`src/rtl/i2s_adc_deserializer.sv`:
```
// I2S ADC deserializer: oversamples BCLK/LRCK/DATA in the clk domain and
// assembles signed left/right words with a one-cycle frame strobe.
module i2s_adc_deserializer #(
  parameter int DATA_W      = 16,
  parameter int SYNC_STAGES = 2
) (
  input  logic                     clk,
  input  logic                     reset_n,
  input  logic                     bclk,
  input  logic                     lrck,
  input  logic                     data,
  output logic signed [DATA_W-1:0] adc_left,
  output logic signed [DATA_W-1:0] adc_right,
  output logic                     sample_valid,
  output logic                     frame_err
);

  localparam int CNT_W = $clog2(DATA_W + 1);

  typedef enum logic [1:0] {SYNC, SHIFT, WAIT} state_t;

  logic [SYNC_STAGES-1:0] bclk_sr, lrck_sr, data_sr;
  logic                   bclk_dly, lrck_last;
  logic                   bclk_sync, lrck_sync, data_sync;
  logic                   edge_e, ch_start;

  state_t                 state, state_n;
  logic [CNT_W-1:0]       cnt, cnt_n;
  logic                   ch, ch_n;
  logic                   left_ok, left_ok_n;
  logic [DATA_W-1:0]      shift_reg, shift_n, hold, hold_n, word_next;
  logic [DATA_W-1:0]      left_n, right_n;
  logic                   sv_n, fe_n;

  assign bclk_sync = bclk_sr[SYNC_STAGES-1];
  assign lrck_sync = lrck_sr[SYNC_STAGES-1];
  assign data_sync = data_sr[SYNC_STAGES-1];
  assign edge_e    = bclk_sync & ~bclk_dly;
  assign ch_start  = edge_e & (lrck_sync != lrck_last);
  assign word_next = {shift_reg[DATA_W-2:0], data_sync};

  always_ff @(posedge clk or negedge reset_n) begin
    if (!reset_n) begin
      bclk_sr   <= '0;
      lrck_sr   <= '0;
      data_sr   <= '0;
      bclk_dly  <= 1'b0;
      lrck_last <= 1'b0;
    end else begin
      bclk_sr  <= {bclk_sr[SYNC_STAGES-2:0], bclk};
      lrck_sr  <= {lrck_sr[SYNC_STAGES-2:0], lrck};
      data_sr  <= {data_sr[SYNC_STAGES-2:0], data};
      bclk_dly <= bclk_sync;
      if (edge_e)
        lrck_last <= lrck_sync;
    end
  end

  always_ff @(posedge clk or negedge reset_n) begin
    if (!reset_n) begin
      state        <= SYNC;
      cnt          <= '0;
      ch           <= 1'b0;
      left_ok      <= 1'b0;
      shift_reg    <= '0;
      hold         <= '0;
      adc_left     <= '0;
      adc_right    <= '0;
      sample_valid <= 1'b0;
      frame_err    <= 1'b0;
    end else begin
      state        <= state_n;
      cnt          <= cnt_n;
      ch           <= ch_n;
      left_ok      <= left_ok_n;
      shift_reg    <= shift_n;
      hold         <= hold_n;
      adc_left     <= left_n;
      adc_right    <= right_n;
      sample_valid <= sv_n;
      frame_err    <= fe_n;
    end
  end

  // A channel start always wins over word completion, so a coincident
  // start counts as truncation and the edge becomes the new delay slot.
  always_comb begin
    state_n   = state;
    cnt_n     = cnt;
    ch_n      = ch;
    left_ok_n = left_ok;
    shift_n   = shift_reg;
    hold_n    = hold;
    left_n    = adc_left;
    right_n   = adc_right;
    sv_n      = 1'b0;
    fe_n      = 1'b0;
    if (edge_e) begin
      case (state)
        SYNC, WAIT: begin
          if (ch_start) begin
            state_n = SHIFT;
            cnt_n   = '0;
            ch_n    = lrck_sync;
            shift_n = '0;
          end
        end
        SHIFT: begin
          if (ch_start) begin
            fe_n      = 1'b1;
            left_ok_n = 1'b0;
            cnt_n     = '0;
            ch_n      = lrck_sync;
            shift_n   = '0;
          end else begin
            shift_n = word_next;
            cnt_n   = cnt + CNT_W'(1);
            if (cnt == CNT_W'(DATA_W - 1)) begin
              state_n = WAIT;
              if (!ch) begin
                hold_n    = word_next;
                left_ok_n = 1'b1;
              end else if (left_ok) begin
                left_n    = hold;
                right_n   = word_next;
                sv_n      = 1'b1;
                left_ok_n = 1'b0;
              end
            end
          end
        end
        default: state_n = SYNC;
      endcase
    end
  end

endmodule

```
`config.mk`:
```
export PLATFORM = sky130hd
export DESIGN_NAME = i2s_adc_deserializer
export DESIGN_NICKNAME = d
export VERILOG_FILES = /design/src/rtl/i2s_adc_deserializer.sv
export SDC_FILE = /design/constraint.sdc
export NUM_CORES = 1
export LEC_CHECK = 0
export ABC_AREA = 1
export BUFFER_PORTS_ARGS = -buffer_cell sky130_fd_sc_hd__clkbuf_2
export CAP_MARGIN = 20
export CELL_PAD_IN_SITES_DETAIL_PLACEMENT = 0
export CELL_PAD_IN_SITES_GLOBAL_PLACEMENT = 1
export CORE_ASPECT_RATIO = 0.75
export CORE_MARGIN = 2
export CORE_UTILIZATION = 40
export CTS_CLUSTER_DIAMETER = 80
export DETAILED_ROUTE_END_ITERATION = 7
export PLACE_DENSITY = 0.81
export SLEW_MARGIN = 10
export SYNTH_ARGS = -nofsm -noshare
export SYNTH_HDL_FRONTEND = slang
export SYNTH_SLANG_ARGS = --single-unit
export TNS_END_PERCENT = 20
```
`constraint.sdc`:
```
create_clock -name clk -period 1.6 [get_ports clk]
set_clock_uncertainty 0.05 [all_clocks]
set_input_delay 0.16 -clock clk [delete_from_list [all_inputs] [get_ports clk]]
set_output_delay 0.16 -clock clk [all_outputs]
set_load 0.02 [all_outputs]
```
==> results.sh <==
export IMPL_synth_top_cell_by_area="dfrtp_1"
export IMPL_first_iter_violations=148
export IMPL_crit_path_max_fanout=46
export IMPL_grt_overflow_total=0
export IMPL_post_route_util_pct=51.71
export IMPL_clk_path_buf_depth=2
export IMPL_num_vias=2381
export IMPL_ys_ff_latch=82
export IMPL_crit_required_ns=1.77
export IMPL_reg2reg_slack_ns=-0.1
export IMPL_n_fill_cell=751
export IMPL_clock_sinks=82
export IMPL_num_nets_final=414
export IMPL_place_congestion=0.7511
export IMPL_worstSetupPathType="flip-flop to flip-flop"
export IMPL_wl_per_cell_um=12.26
export IMPL_grt_total_usage_pct=14.52
export IMPL_cp_start_kind="flip-flop"
export IMPL_hold_viol=0
export IMPL_maxSlewViolCount=0
export IMPL_die_area_um2=9237
export IMPL_violations="negative setup slack"
export IMPL_place_detailed_hpwl_um=4201
export IMPL_h_tree_depth=3
export IMPL_endpoint_kind="flip-flop"
export IMPL_core_area_um2=8346
export IMPL_grt_max_degree=47
export IMPL_ir_drop_uv=650.7
export IMPL_vias_per_cell=4.588
export IMPL_dp_cells=496
export IMPL_cts_buffers_inserted=9
export IMPL_path_cells="ha_2, nand2_2, nor2_4, ha_2, inv_2, nor2_4, nand3_4, buf_12, nand2_1, o21ai_2"
export IMPL_antenna_found_initial=0
export IMPL_status="finished with violations"
export IMPL_largestRegisters="adc_left x16, adc_right x16, hold x16"
export IMPL_crit_arrival_ns=1.87
export IMPL_drive_above_1_share_pct=32.85
export IMPL_max_stage_delay_ns=0.35
export IMPL_slew_headroom_pct=73.39
export IMPL_postSynthCellCount=349
export IMPL_clk_pin_slew_ns=0.06
export IMPL_wl_um=6365
export IMPL_floorplan_initialDensity_pct=40.63
export IMPL_synth_cell_types=23
export IMPL_tightest_slew_ns=0.3992
export IMPL_area_delta_synth_final_pct=27.27
export IMPL_detail_route_antenna_nets=0
export IMPL_die_w_um=110.3
export IMPL_io_pins=39
export IMPL_period_needed_ns=1.697
export IMPL_antenna_cells=0
export IMPL_syn_avg_cell_area_um2=9.716
export IMPL_synth_area_um2=3391
export IMPL_ys_warn_count=0
export IMPL_die_y_um=83.74
export IMPL_drv_cap=0
export IMPL_p_leak_nw=2.090
export IMPL_grt_pass1_vias=2196
export IMPL_timing_fmax_mhz=589.2
export IMPL_fin_crit_sh_pct=106.1
export IMPL_cts_tree="built"
export IMPL_drc=0
export IMPL_grt_pass1_wl_um=10200
export IMPL_syn_nets=357
export IMPL_io_buffers=38
export IMPL_grt_setup_unrepaired="yes"
export IMPL_crit_slowest_cell="dfrtp_1"
export IMPL_finalSetupViolations=48
export IMPL_firstDrtPassIters=4
export IMPL_cts_setup_buffers=0
export IMPL_rows=29
export IMPL_stdcell_count=519
export IMPL_synthTopCellsByArea="dfrtp_1 61%, nand2_1 13%, inv_1 4.8%"
export IMPL_setup_slack_ns=-0.09720
export IMPL_cts_root_buf="clkbuf_16"
export IMPL_ys_seq_area_share_pct=60.52
export IMPL_clk_latency_ns=0.33
export IMPL_min_path_type="primary input to asynchronous set/reset pin"
export IMPL_yosysTopAreaCellShare_pct=60.52
export IMPL_p_per_area_nw_per_um2=1072
## cells in the mapped netlist
| master | n |
|---|---|
| nand2_1 | 115 |
| nor2_4 | 1 |
| nand3_2 | 2 |
| nor2_1 | 6 |
| ha_1 | 3 |
| inv_1 | 43 |
| xor2_1 | 2 |
| nand4_1 | 8 |
| nor4_1 | 1 |
| o21ai_0 | 12 |
| clkinv_2 | 1 |
| o21ai_2 | 16 |
| a21oi_1 | 3 |
| inv_2 | 5 |
| nand3_4 | 1 |
| nand3_1 | 3 |
| buf_4 | 2 |
| buf_6 | 9 |
| dfrtp_1 | 82 |
| o21ai_1 | 25 |
| nand2_2 | 3 |
| buf_2 | 3 |
| nand2_4 | 3 |
## routing by layer
layer / vias up / routed length [um] / track usage, %
li1: 1207 / - / -
met1: 1125 / 3102 / 19.33
met2: 44 / 2930 / 21.92
met3: 5 / 293 / 6.323
met4: 0 / 39 / 3.409
met5: - / 0 / 0
## logic make-up (layout without fill, tap and decap cells)
kind of cell             after synthesis  in the layout  synth area share (%)
AND/OR/NAND/NOR                      143            143                 18.49
flip-flops                            82             82                 60.52
buffers and inverters                 63            125                 9.335
AO/OA/AOI/OAI                         56             56                 10.04
adder cells (fa/ha/maj)                3              3                 1.107
XOR/XNOR                               2              2                0.5167
## report_power, final
group / internal, W / leakage [nW] / total (W) / switching, W
clock network: 0.00126 / 0.146 / 0.00210 / 0.000832
registers: 0.00215 / 1.12 / 0.00219 / 0.0000459
logic: 0.000133 / 0.829 / 0.000337 / 0.000204
## per-stage QoR
stage | area (um2) | hold WS (ns) | worst slack, ns | setup TNS (ns) | total power (W)
2_1_floorplan | 3403 | -0.1856 | -0.03488 | -1.220 | 0.002412
3_3_place_gp | 3745 | 0.06897 | -0.05380 | -1.913 | 0.002551
3_5_place_dp | 3745 | 0.06970 | -0.1059 | -2.930 | 0.002555
4_1_cts | 4099 | 0.2524 | -0.1042 | -2.927 | 0.004668
5_1_grt | 4315 | 0.2804 | -0.2190 | -8.156 | 0.004827
6_report | 4315 | 0.2414 | -0.09720 | -3.235 | 0.004627
## final timing paths
| path | cells after the start | startpoint | endpoint |
|---|---|---|---|
| max in group asynchronous | 3 | reset_n | data_sr[1] |
| min in group clk | 0 | bclk_sr[0] | bclk_sr[1] |
| setup reg to reg | 10 | cnt[0] | adc_left[15] |
| hold reg to reg | 0 | bclk_sr[0] | bclk_sr[1] |
| hold / removal | 2 | reset_n | adc_right[10] |
| setup / recovery | 10 | cnt[0] | adc_left[15] |
## timing repair
action / CTS / global route
pin swaps: 1 / 6
cloned: 0 / 3
endpoints found under the hold margin: 30 / 0
hold buffers: 4 / 0
endpoints found under the setup margin: 48 / 49
resized for setup: 1 / 47
## cell type report
type	instances	area [um2]	area share [%]
clock inverters	6	71.32	1.653
flip-flops and latches	82	2052	47.55
inverters	49	185.2	4.291
repair buffers	60	451.7	10.47
clock buffers	10	239.0	5.538
well taps	108	135.1	3.131
multi-input cells	204	1181	27.37
## worst max-delay path: cells and delay by family (launching register included)
kind	cells	cell delay, ns
compound gates	1	0.05
fa+ha+maj	2	0.39
buf+inv	2	0.25
flops	1	0.35
simple gates	5	0.48
## cells in the final DEF (no fill, tap or decap)
master         netlist  layout
nand2_1            115     100
a21oi_1              3       3
inv_1               43      42
ha_2                 0       2
clkinv_2             1       1
bufinv_16            0       1
o21ai_0             12       5
nand3_4              1       3
xor2_1               2       2
inv_2                5       6
dlygate4sd3_1        0       4
clkbuf_8             0       1
buf_4                2      11
o21ai_1             25      23
clkinvlp_4           0       2
dfrtp_1             82      82
nor4_1               1       1
clkinv_4             0       1
nor2_1               6       4
nand3_1              3       2
ha_4                 0       1
inv_6                0       2
nand2_4              3      10
nand3_2              2       1
clkbuf_16            0      11
nor2_4               1       3
o21ai_2             16      25
buf_12               0       3
buf_6                9       3
clkbuf_2             0      37
nand2_2              3      11
nand4_1              8       8
Power figures use the tool's default switching activity.
